## config.mk

```make
export PLATFORM = sky130hd
export DESIGN_NAME = route_compute_stage
export DESIGN_NICKNAME = d
export VERILOG_FILES = /design/src/rtl/route_compute_stage_pkg.sv /design/src/rtl/route_compute_stage_route_calc.sv /design/src/rtl/route_compute_stage.sv
export SDC_FILE = /design/constraint.sdc
export NUM_CORES = 1
export LEC_CHECK = 0
export ABC_AREA = 1
export CAP_MARGIN = 40
export CORE_AREA = 2 2 179 181
export DETAILED_ROUTE_END_ITERATION = 10
export DIE_AREA = 0 0 181 183
export PLACE_DENSITY = 0.72
export SLEW_MARGIN = 20
export SYNTH_ARGS = -nofsm -noshare
export SYNTH_HDL_FRONTEND = slang
export SYNTH_HIERARCHICAL = 1
export SYNTH_SLANG_ARGS = --single-unit
```

## constraint.sdc

```tcl
create_clock -name clk -period 4.2 [get_ports clk]
set_clock_uncertainty 0.15 [all_clocks]
set_input_delay 1.26 -clock clk [delete_from_list [all_inputs] [get_ports clk]]
set_output_delay 1.26 -clock clk [all_outputs]
set_load 0.02 [all_outputs]
```

## src/rtl/route_compute_stage_pkg.sv

```systemverilog
// Shared field layout, direction indices and helpers for the route-compute stage
// and the port allocator that consumes its request vectors.
package route_compute_stage_pkg;
  localparam int X_W      = 3;
  localparam int Y_W      = 3;
  localparam int NODE_W   = 6;
  localparam int AGE_W    = 8;
  localparam int DATA_W   = 32;

  // Flit layout, LSB first: dst_x, dst_y, src_id, age, data
  localparam int DST_X_LSB = 0;
  localparam int DST_Y_LSB = DST_X_LSB + X_W;
  localparam int SRC_LSB   = DST_Y_LSB + Y_W;
  localparam int AGE_LSB   = SRC_LSB + NODE_W;
  localparam int DATA_LSB  = AGE_LSB + AGE_W;
  localparam int FLIT_W    = DATA_LSB + DATA_W;

  localparam int WIDTH_PV = 4;
  localparam int DIR_N    = 3;
  localparam int DIR_E    = 2;
  localparam int DIR_S    = 1;
  localparam int DIR_W    = 0;

  typedef struct packed {
    logic [WIDTH_PV-1:0] req;
    logic                eject;
    logic                golden;
  } route_res_t;

  function automatic logic [AGE_W-1:0] age_inc(input logic [AGE_W-1:0] a);
    return (a == '1) ? a : a + 1'b1;
  endfunction
endpackage

```

## src/rtl/route_compute_stage_route_calc.sv

```systemverilog
// Per-channel combinational route computation: productive directions, eject,
// golden flag and the aged copy of the flit.
module route_calc
  import route_compute_stage_pkg::*;
(
  input  logic              valid_i,
  input  logic [FLIT_W-1:0] flit_i,
  input  logic [X_W-1:0]    local_x_i,
  input  logic [Y_W-1:0]    local_y_i,
  input  logic [NODE_W-1:0] golden_id_i,
  output route_res_t        res_o,
  output logic [FLIT_W-1:0] flit_o
);
  logic [X_W-1:0]    dst_x;
  logic [Y_W-1:0]    dst_y;
  logic [NODE_W-1:0] src_id;
  logic [AGE_W-1:0]  age;

  assign dst_x  = flit_i[DST_X_LSB +: X_W];
  assign dst_y  = flit_i[DST_Y_LSB +: Y_W];
  assign src_id = flit_i[SRC_LSB +: NODE_W];
  assign age    = flit_i[AGE_LSB +: AGE_W];

  always_comb begin
    res_o  = '0;
    flit_o = flit_i;
    flit_o[AGE_LSB +: AGE_W] = age_inc(age);
    if (valid_i) begin
      // a flit at its destination compares equal on both axes, so req stays 0
      res_o.req[DIR_N] = dst_y > local_y_i;
      res_o.req[DIR_S] = dst_y < local_y_i;
      res_o.req[DIR_E] = dst_x > local_x_i;
      res_o.req[DIR_W] = dst_x < local_x_i;
      res_o.eject      = (dst_x == local_x_i) && (dst_y == local_y_i);
      res_o.golden     = src_id == golden_id_i;
    end
  end
endmodule

```

## src/rtl/route_compute_stage.sv

```systemverilog
// Route-compute stage: one-cycle registered pass of NUM_CH link flits with
// request/eject/golden annotation and a rotating golden-source epoch counter.
module route_compute_stage
  import route_compute_stage_pkg::*;
#(
  parameter int NUM_CH       = 4,
  parameter int NUM_NODES    = 64,
  parameter int GOLDEN_EPOCH = 64
) (
  input  logic                         clk,
  input  logic                         reset,
  input  logic [X_W-1:0]               local_x,
  input  logic [Y_W-1:0]               local_y,
  input  logic [NUM_CH-1:0]            in_valid,
  input  logic [NUM_CH*FLIT_W-1:0]     in_flit,
  output logic [NUM_CH-1:0]            out_valid,
  output logic [NUM_CH*FLIT_W-1:0]     out_flit,
  output logic [NUM_CH*WIDTH_PV-1:0]   out_req,
  output logic [NUM_CH-1:0]            out_eject,
  output logic [NUM_CH-1:0]            out_golden
);
  localparam int EP_W = (GOLDEN_EPOCH > 1) ? $clog2(GOLDEN_EPOCH) : 1;

  logic [EP_W-1:0]   epoch_q, epoch_d;
  logic [NODE_W-1:0] golden_q, golden_d;

  route_res_t                 res [NUM_CH];
  logic [NUM_CH*FLIT_W-1:0]   flit_d;
  logic [NUM_CH*WIDTH_PV-1:0] req_d;
  logic [NUM_CH-1:0]          eject_d, golden_d_v;

  logic [NUM_CH-1:0]          valid_q, eject_q, golden_v_q;
  logic [NUM_CH*FLIT_W-1:0]   flit_q;
  logic [NUM_CH*WIDTH_PV-1:0] req_q;

  for (genvar c = 0; c < NUM_CH; c++) begin : g_ch
    route_calc u_rc (
      .valid_i    (in_valid[c]),
      .flit_i     (in_flit[c*FLIT_W +: FLIT_W]),
      .local_x_i  (local_x),
      .local_y_i  (local_y),
      .golden_id_i(golden_q),
      .res_o      (res[c]),
      .flit_o     (flit_d[c*FLIT_W +: FLIT_W])
    );
    assign req_d[c*WIDTH_PV +: WIDTH_PV] = res[c].req;
    assign eject_d[c]    = res[c].eject;
    assign golden_d_v[c] = res[c].golden;
  end

  // golden_q seen by the route_calc instances is the pre-increment id, so a
  // capture coinciding with the epoch wrap still uses the old source
  always_comb begin
    epoch_d  = epoch_q + 1'b1;
    golden_d = golden_q;
    if (epoch_q == EP_W'(GOLDEN_EPOCH - 1)) begin
      epoch_d  = '0;
      golden_d = (golden_q == NODE_W'(NUM_NODES - 1)) ? '0 : golden_q + 1'b1;
    end
  end

  always_ff @(posedge clk) begin
    if (reset) begin
      epoch_q    <= '0;
      golden_q   <= '0;
      valid_q    <= '0;
      flit_q     <= '0;
      req_q      <= '0;
      eject_q    <= '0;
      golden_v_q <= '0;
    end else begin
      epoch_q    <= epoch_d;
      golden_q   <= golden_d;
      valid_q    <= in_valid;
      flit_q     <= flit_d;
      req_q      <= req_d;
      eject_q    <= eject_d;
      golden_v_q <= golden_d_v;
    end
  end

  assign out_valid  = valid_q;
  assign out_flit   = flit_q;
  assign out_req    = req_q;
  assign out_eject  = eject_q;
  assign out_golden = golden_v_q;
endmodule

```

# After elaboration in Yosys (flattened, before gate mapping)

Index checks and enable logic that the tools add are counted.

Order comparisons: 16
Reductions and logical operators: 9
Equal/unequal tests: 18
Add/subtract/negate cells: 6
Bitwise logic cells: 4
Mux-type cells: 5

Operators with widths:

| cell                  | count |
|---|---|
| $add A8 B1 Y8 const B | 4 |
| $eq A8 B8 Y1 const B  | 4 |
| $mux W8               | 4 |
| $eq A3 B3 Y1          | 8 |
| $eq A6 B6 Y1          | 4 |
| $gt A3 B3 Y1          | 8 |
| $lt A3 B3 Y1          | 8 |
| $add A6 B1 Y6 const B | 2 |
| $eq A6 B6 Y1 const B  | 2 |
| $reduce_or A2 Y1      | 5 |
| $mux W6               | 1 |
| $logic_and A1 B1 Y1   | 4 |
| $not A1 Y1            | 4 |

Register bits: 248
Output and inout bits: 236
Bits of input ports: 220

# Longest topological paths before layout

Gate-level depths: netlist of the first run.

Depth in word-level cells: 2
Mapped depth: 8
Mapped depth without buffers: 8

# Cells and area by module

Netlist of the first run, hierarchy kept.

Modules (own cells, without submodules):

| module              | times used | cells an instance | area each (um^2) |
|---|---|---|---|
| route_compute_stage | 1          | 808               | 7224.4 |
| route_calc          | 4          | 150               | 842.1 |

# Least setup slack after synthesis of the first run

No wires, ideal clock.

Kind: input -> register
Start point: input port local_y[2]
End point: register req_q[3] (netlist: out_req[3])
Cell stages on the path: 8
Library setup time: 0.117 ns
Arrival time: 1.946 ns
Path slack: 1.987 ns
Cell sequence: inv_1 ha_1 nand2_1 nand2_1 o21ai_0 nor2_1 inv_1 nor2_1

Longest elaborated chain between the ends: 1

RTL lines:

| what                 | line                                 | RTL |
|---|---|---|
| start, declared      | route_compute_stage.sv:13            | `input logic [Y_W-1:0] local_y,` |
| $gt A3 B3 Y1         | route_compute_stage_route_calc.sv:30 | `res_o.req[DIR_N] = dst_y > local_y_i;` |
| end signal, assigned | route_compute_stage.sv:76            | `req_q <= req_d;` |
| end, declared        | route_compute_stage.sv:34            | `logic [NUM_CH*WIDTH_PV-1:0] req_q;` |

Every way passes these cells.
A chain may end at the register's enable or synchronous reset.

# Final worst setup path of the first run

Start point: register req_q[11] (netlist: out_req[11])
End point: output port out_req[11]

RTL lines:

| what          | line                      | RTL |
|---|---|---|
| end, declared | route_compute_stage.sv:18 | `output logic [NUM_CH*WIDTH_PV-1:0] out_req,` |

No word-level cell between the ends.

==> reports/qor.yml, run 1 <==
status: "complete, no violations"
timing_worst_setup_path_type: "flop to primary output"
firstDrtPassIters: 4
hold_buffers: 0
worst_slack_ps: 1240
fmax_mhz: 338
cts_max_level: 1
area.growth.synth_to_final_pct: 44.2
synthArstFlopShare_pct: 0
grt_util_all_layers_pct: 16.4
synth_commonest_cells: "inv_1 (339), nor2_1 (302), dfxtp_1 (248)"
clk_path_buf_depth: 3
initial_core_util_pct: 33.9
fin_tns_setup_ps: 0
seq_power_share_pct: 41.0
synth.top_cell.area_share_pct: 46.9
synth_ff_type: "dfxtp_1"
dp_slack_ps: 1250
dieArea_mm2: 0.0331
drv_cap: 0
p_sw_share_pct: 24.3
grt_max_degree: 94
clock_latency_ps: 540
rsz0062_at_grt: "no"
cp.arrival_ps: 1550
root_buffer: "clkbuf_16"
r2r-start: "golden_q[1]"
ir_drop_uv: 299
p_sw_mw: 1.49
slew_violations: 0
clkPwrFrac_pct: 43.7
setup_viol: 0
ys_warn_count: 6
routed_wl_mm: 28.4
worstHoldPathType: "flop to flop"
place_area_mm2: 0.0142
clk_pin_slew_ps: 60
gp_congestion: 0.795
worstPathRequired_ps: 2790
numCtsBuffers: 29
p_per_area_mw_per_mm2: 401
drcViolationCount: 0
fin_area_mm2: 0.0153
regArea_mm2: 0.00496
cts.sinks: 248
post-dp-hpwl_mm: 22.1
worstSetupStartpointType: "flop"
cts_resized: 0
yosys.area.top_type: "dfxtp_1"
grt-ovfl-total: 0
vias: 8536
antenna_found_initial: 0
min_period_ps: 2960
period_share_pct: 70.5
synth_edf_count: 0
cpLargestDelayFamily: "buffers and inverters"
postCtsSetupRepairBufs: 0
wl_per_cell_um: 13.4
synth_cells: 1408
p_int_mw: 4.63
synth_cell_types: 27
yosys-top-cells-area: "dfxtp_1 (47%), buf_4 (12%), inv_1 (12%)"
via_per_inst: 4.03
die_x_um: 181
core_mm2: 0.0312
syn-cell-area_mm2: 0.0106
drive_gt1_share_pct: 5.12
startpoint: "out_req[11]"
utilization_pct: 48.9
nets: 1945
antenna_cells: 0
drt_iter0_drc: 241
worstMarginPinSlew_ps: 640
die_height_um: 183
pin_count: 456
yosys_register_bits: 248
detail-route-antenna-nets: 0
cp_max_fo: 1
grt_pass1_vias: 8542
slowest_delay_ps: 690
grt_pass1_wl_mm: 43.7
cts_tree: "yes"
numPortBuffers: 455
p_leak_nw: 7.45
synth_nets: 1658
combPwrFrac_pct: 15.3
fill_cells: 2962
core.rowCount: 65
hold_viol_final: 0
avgSynthCellArea_um2: 7.52
ys_seq_area_share_pct: 46.9
max_slew_margin_pct: 57.4
multi_input_area_mm2: 0.00289
crit_slowest_cell: "clkdlybuf4s50_1"
total_power_mw: 6.12
end_kind: "primary output"
synth_most_common_cell: "inv_1"
crit_buf_inv: 1
cp_cell_sequence: "clkdlybuf4s50_1"
hold_start: "epoch_q[0]"
==> worst paths after layout <==
kind | to | slack, ps | depth (start not counted)
worst min register to register | epoch_q[0] | 310 | 1
worst max-delay path | out_req[11] | 1240 | 1
worst min-delay path | epoch_q[0] | 310 | 1
worst max register to register | golden_q[0] | 2570 | 6
==> layer usage <==
metal | vias to the layer above | track usage (%) | routed length [µm]
met5 | - | 0 | 0
met4 | 0 | 4.72 | 656
met3 | 48 | 4.90 | 2290
met2 | 303 | 31.8 | 14800
met1 | 3767 | 17.0 | 10600
li1 | 4418 | - | -
==> layout make-up <==
class / count / area share (%)
flip-flops and latches: 248 / 32.5
repair buffers: 458 / 30.1
multi-input cells: 615 / 18.9
inverters: 343 / 8.43
clock buffers: 38 / 5.36
well taps: 402 / 3.29
clock inverters: 16 / 1.46
==> power groups by stage <==
stage / Combinational [mW] / Clock (mW) / Sequential [mW]
2_1_floorplan: 0.359 / 0 / 2.72
3_3_place_gp: 0.926 / 0 / 2.56
3_5_place_dp: 0.940 / 0 / 2.56
4_1_cts: 0.947 / 2.78 / 2.51
5_1_grt: 1.02 / 2.85 / 2.52
6_report: 0.935 / 2.68 / 2.51
==> flip-flops by register name, indices dropped and copies added (netlist names) <==
name,cells
out_flit,208
out_req,16
epoch_q,6
golden_q,6
out_eject,4
out_golden,4
out_valid,4
==> cells by family after synthesis <==
family	after synthesis	synth area share [%]
buf+inv	545	25.9
simple gates	548	21.2
compound gates	26	1.59
fa+ha+maj	30	3.54
xor+xnor	11	0.909
flops	248	46.9
==> stage by stage <==
| step | cells | hold WS (ps) |
|---|---|---|
| 2_1_floorplan | 1408 | 268 |
| 3_3_place_gp | 2066 | 280 |
| 3_5_place_dp | 2066 | 300 |
| 4_1_cts | 2120 | 308 |
| 5_1_grt | 2120 | 325 |
| 6_report | 2120 | 309 |
==> layout by cell type (no fill, tap or decap), drive strengths merged, types with 13 or more instances in the layout <==
cell	n
clkbuf	39
clkdlybuf4s50	454
dfxtp	248
ha	30
inv	344
nand2	177
nand3	42
nor2	313
nor3	13
o21ai	14
Power figures use the tool's default switching activity.
==> run 2, diff against run 1 <==
- CORE_AREA: 2 2 179 181 -> 2 2 175 177
- DIE_AREA: 0 0 181 183 -> 0 0 177 179
- PLACE_DENSITY: 0.72 -> 0.74
- clock period: 4.2 -> 2.93 ns (I/O delays scaled with it)
==> reports/qor.yml, run 2 (synthesized netlist as in run 1, its figures left out) <==
status: "complete, no violations"  # unchanged
worst_slack_ps: 331  # was 1240 ps
slowest_delay_ps: 690  # about the same
endpoint: "out_req[11]"  # unchanged
cts_max_level: 1  # unchanged
fin_cells: 2110  # was 2,120
final_common_cell: "clkdlybuf4s50_1"  # unchanged
cp.arrival_ps: 1570  # was 1550 ps
r2r-start: "golden_q[1]"  # unchanged
grt_max_degree: 73  # was 94
cp_cell_sequence: "clkdlybuf4s50_1"  # unchanged
antenna_cells: 0  # unchanged
firstDrtPassIters: 5  # was 4
worstMarginPinSlew_ps: 436  # was 640 ps
die_height_um: 179  # was 183 µm
fin_hold_ws_ps: 309  # about the same
p_per_area_mw_per_mm2: 558  # was 401 mW/mm²
fin_tns_setup_ps: 0  # unchanged
cts_resized: 0  # unchanged
setup_viol: 0  # unchanged
grt-ovfl-total: 0  # unchanged
largest_register_ffs: 208  # unchanged
utilization_pct: 50.6  # was 48.9%
cts_tree: "yes"  # unchanged
ff2ff_setup_slack_ps: 1370  # was 2570 ps
p_leak_nw: 7.40  # was 7.45 nW
period_share_pct: 88.7
core.rowCount: 64  # was 65
pin_count: 456  # unchanged
crit_slowest_cell: "clkdlybuf4s50_1"  # unchanged
root_buffer: "clkbuf_16"  # unchanged
grt_pass1_vias: 8375  # was 8,542
cts.sinks: 248  # unchanged
slew_violations: 0  # unchanged
hold_viol_final: 0  # unchanged
crit_buf_inv: 1  # unchanged
cpLargestDelayFamily: "buffers and inverters"  # unchanged
place_area_mm2: 0.0143  # was 0.0142 mm²
area.growth.synth_to_final_pct: 43.3  # was 44.2%
dp_cells: 2063  # was 2,066
ir_drop_uv: 394  # was 299 µV
worstSetupStartpointType: "flop"  # unchanged
routed_wl_mm: 28.1  # was 28.4 mm
clk_pin_slew_ps: 60  # about the same
post-dp-hpwl_mm: 22.1  # about the same
min_period_ps: 2600
gp_congestion: 0.832  # was 0.795
timing.rr.end: "golden_q[0]"  # unchanged
startpoint: "out_req[11]"  # unchanged
die_x_um: 177  # was 181 µm
end_kind: "primary output"  # unchanged
rsz0062_at_grt: "no"  # unchanged
hold_buffers: 0  # unchanged
worstPathRequired_ps: 1900  # was 2790 ps
numPortBuffers: 455  # unchanged
dp_slack_ps: 336  # was 1250 ps
initial_core_util_pct: 35.3  # was 33.9%
drcViolationCount: 0  # unchanged
cp_max_fo: 1  # unchanged
grt_pass1_wl_mm: 41.7  # was 43.7 mm
cp.depth: 1  # unchanged
vias: 8551  # was 8,536
ff2ff_path_depth: 6  # unchanged
fin_area_mm2: 0.0152  # was 0.0153 mm²
core_mm2: 0.0300  # was 0.0312 mm²
clk_path_buf_depth: 3  # unchanged
clock_latency_ps: 550  # was 540 ps
nets: 1946  # was 1,945
postCtsSetupRepairBufs: 0  # unchanged
grt_util_all_layers_pct: 16.6  # was 16.4%
via_per_inst: 4.05  # was 4.03
detail-route-antenna-nets: 0  # unchanged
total_power_mw: 8.47  # was 6.12 mW
max_slew_margin_pct: 70.9  # was 57.4%
fmax_mhz: 385
worstHoldPathType: "flop to flop"  # unchanged
drt_iter0_drc: 295  # was 241
drv_cap: 0  # unchanged
wl_per_cell_um: 13.3  # was 13.4 µm
numCtsBuffers: 27  # was 29
dieArea_mm2: 0.0317  # was 0.0331 mm²
timing_worst_setup_path_type: "flop to primary output"  # unchanged
antenna_found_initial: 0  # unchanged
drive_gt1_share_pct: 4.78  # was 5.12%
mostFrequentLayoutCells: "clkdlybuf4s50_1 (454), inv_1 (339), nor2_1 (302), dfxtp_1 (248), nand2_1 (166)"  # unchanged
## run 2: layer usage
layer | up-vias | wire length (µm) | global-route usage, %
li1 | 4414 | - | -
met2 | 312 | 14100 | 30.8
met3 | 59 | 2420 | 4.69
met5 | - | 0 | 0
met1 | 3766 | 10400 | 17.4
met4 | 0 | 1060 | 7.06
## run 2: worst min-delay path by stage
stage	startpoint	to	slack, ps	cells after the start
floorplan	epoch_q[0]	epoch_q[0]	270	1
detailed placement	epoch_q[0]	epoch_q[0]	290	1
global route	epoch_q[0]	epoch_q[0]	320	1
global placement	epoch_q[0]	epoch_q[0]	280	1
finish	epoch_q[0]	epoch_q[0]	310	1
CTS	epoch_q[0]	epoch_q[0]	310	1
## run 2: cell type report
class / count / area [µm²]
clock buffer: 36 / 749
clock inverter: 11 / 179
fill: 2772 / 14800
inverter: 343 / 1290
multi-input combinational: 615 / 2890
sequential: 248 / 4960
tap: 396 / 495
timing repair buffer: 461 / 4620
## run 2: power breakdown
part           switching [mW]  leakage (nW)  total [mW]  internal, mW
combinational           0.662          4.89        1.35         0.687
clock                    1.37         0.450        3.52          2.15
sequential             0.0470          2.06        3.60          3.55
total                    2.08          7.40        8.47          6.39
==> run 3, diff against run 2 <==
- PLACE_DENSITY: 0.74 -> 0.67
==> reports/qor.yml, run 3 (synthesized netlist as in run 1, its figures left out) <==
seq_power_share_pct: 41.4  # was 42.5%
worstHoldPathType: "flop to flop"  # unchanged
final_common_cell: "clkdlybuf4s50_1"  # unchanged
fin_tns_setup_ps: 0  # unchanged
max_slew_margin_pct: 70.6  # was 70.9%
grt_max_degree: 77  # was 73
cts_max_level: 1  # unchanged
initial_core_util_pct: 35.3  # unchanged
setup_viol: 0  # unchanged
p_leak_nw: 7.44  # was 7.40 nW
wl_per_cell_um: 13.5  # was 13.3 µm
multi_input_area_mm2: 0.00289  # unchanged
fill_cells: 2839  # was 2,772
cp.depth: 1  # unchanged
numPortBuffers: 455  # unchanged
min_period_ps: 2610  # was 2600 ps
grt_util_all_layers_pct: 16.8  # was 16.6%
drive_gt1_share_pct: 4.90  # was 4.78%
regArea_mm2: 0.00496  # unchanged
area.growth.synth_to_final_pct: 44.1  # was 43.3%
drt_iter0_drc: 284  # was 295
place_area_mm2: 0.0143  # about the same
p_per_area_mw_per_mm2: 570  # was 558 mW/mm²
crit_buf_inv: 1  # unchanged
routed_wl_mm: 28.5  # was 28.1 mm
slew_violations: 0  # unchanged
crit_slowest_cell: "clkdlybuf4s50_1"  # unchanged
antenna_found_initial: 0  # unchanged
fmax_mhz: 384  # was 385 MHz
nets: 1945  # was 1,946
min_path_cells: 1  # unchanged
core.rowCount: 64  # unchanged
combPwrFrac_pct: 15.5  # was 15.9%
detail-route-antenna-nets: 0  # unchanged
firstDrtPassIters: 4  # was 5
gp_congestion: 0.836  # was 0.832
total_power_mw: 8.70  # was 8.47 mW
die_x_um: 177  # unchanged
cp_cell_sequence: "clkdlybuf4s50_1"  # unchanged
rsz0062_at_grt: "no"  # unchanged
postCtsSetupRepairBufs: 0  # unchanged
fin_area_mm2: 0.0153  # was 0.0152 mm²
end_kind: "primary output"  # unchanged
cp.arrival_ps: 1580  # was 1570 ps
cts_resized: 0  # unchanged
timing_worst_setup_path_type: "flop to primary output"  # unchanged
ir_drop_uv: 372  # was 394 µV
period_share_pct: 88.9  # was 88.7%
hold_buffers: 0  # unchanged
via_per_inst: 4.05  # about the same
grt-ovfl-total: 0  # unchanged
p_sw_share_pct: 23.9  # was 24.6%
ff2ff_path_depth: 6  # unchanged
grt_pass1_wl_mm: 41.8  # was 41.7 mm
pin_count: 456  # unchanged
core_mm2: 0.0300  # unchanged
clk_path_buf_depth: 3  # unchanged
slowest_delay_ps: 730  # was 690 ps
clkPwrFrac_pct: 43.2  # was 41.6%
drcViolationCount: 0  # unchanged
cts.sinks: 248  # unchanged
antenna_cells: 0  # unchanged
cts_tree: "yes"  # unchanged
p_sw_mw: 2.08  # about the same
mostFrequentLayoutCells: "clkdlybuf4s50_1 (454), inv_1 (339), nor2_1 (302), dfxtp_1 (248), nand2_1 (166)"  # unchanged
drv_cap: 0  # unchanged
clock_latency_ps: 530  # was 550 ps
dieArea_mm2: 0.0317  # unchanged
p_int_mw: 6.62  # was 6.39 mW
largest_register_ffs: 208  # unchanged
hold_viol_final: 0  # unchanged
grt_pass1_vias: 8085  # was 8,375
numCtsBuffers: 27  # unchanged
worstMarginPinSlew_ps: 440  # was 436 ps
post-dp-hpwl_mm: 22.3  # was 22.1 mm
status: "complete, no violations"  # unchanged
worstPathRequired_ps: 1900  # about the same
die_height_um: 179  # unchanged
cp_max_fo: 1  # unchanged
root_buffer: "clkbuf_16"  # unchanged
vias: 8553  # was 8,551
cpLargestDelayFamily: "buffers and inverters"  # unchanged
worstSetupStartpointType: "flop"  # unchanged
clk_pin_slew_ps: 60  # about the same
## run 3: cell count changes in the layout (fill, tap and decap cells not counted), sizes merged
cell	delta
bufinv	+3
clkbuf	-2
clkinv	+2
buf	-1
clkinvlp	-1
## run 3: final cells by class
cell class	instances	share of cell area, %
Sequential cell	248	32.5
Timing Repair Buffer	460	30.4
Clock inverter	15	1.71
Tap cell	396	3.25
Clock buffer	34	4.80
Inverter	343	8.44
Multi-Input combinational cell	615	18.9
## run 3: per-layer routing
layer	track usage [%]	wire, µm
met5	0	0
met4	6.20	891
met3	5.62	2700
met2	30.9	14100
met1	17.8	10800
## run 3: worst register-to-register path: stages (launching register included)
cell and delay [ps]:
dfxtp_1 590, ha_1 260, nand2_1 90, o21bai_1 190, nand2_2 80, inv_1 80
nor2_1 50
## run 3: path summary, 6_finish.rpt
| path | startpoint | end | slack [ps] |
|---|---|---|---|
| setup / recovery | out_req[8] | out_req[8] | 320 |
| hold / removal | epoch_q[0] | epoch_q[0] | 310 |
| setup reg to reg | golden_q[1] | golden_q[0] | 1320 |
| hold reg to reg | epoch_q[0] | epoch_q[0] | 310 |
## run 3: power by group through the flow
stage          Sequential, mW  Clock [mW]  Combinational, mW
6_report                 3.60        3.75               1.34
5_1_grt                  3.61        4.01               1.46
4_1_cts                  3.60        3.87               1.36
3_5_place_dp             3.67           0               1.35
3_3_place_gp             3.67           0               1.34
2_1_floorplan            3.89           0              0.514
## run 3: per-stage QoR
step	std cells	worst slack (ps)	hold WS, ps	util (%)
final	2111	325	306	50.8
after floorplan	1408	1100	268	-
after CTS	2111	277	306	50.8
after detailed placement	2062	314	295	47.5
after global placement	2062	330	278	47.5
after global routing	2111	214	324	50.8
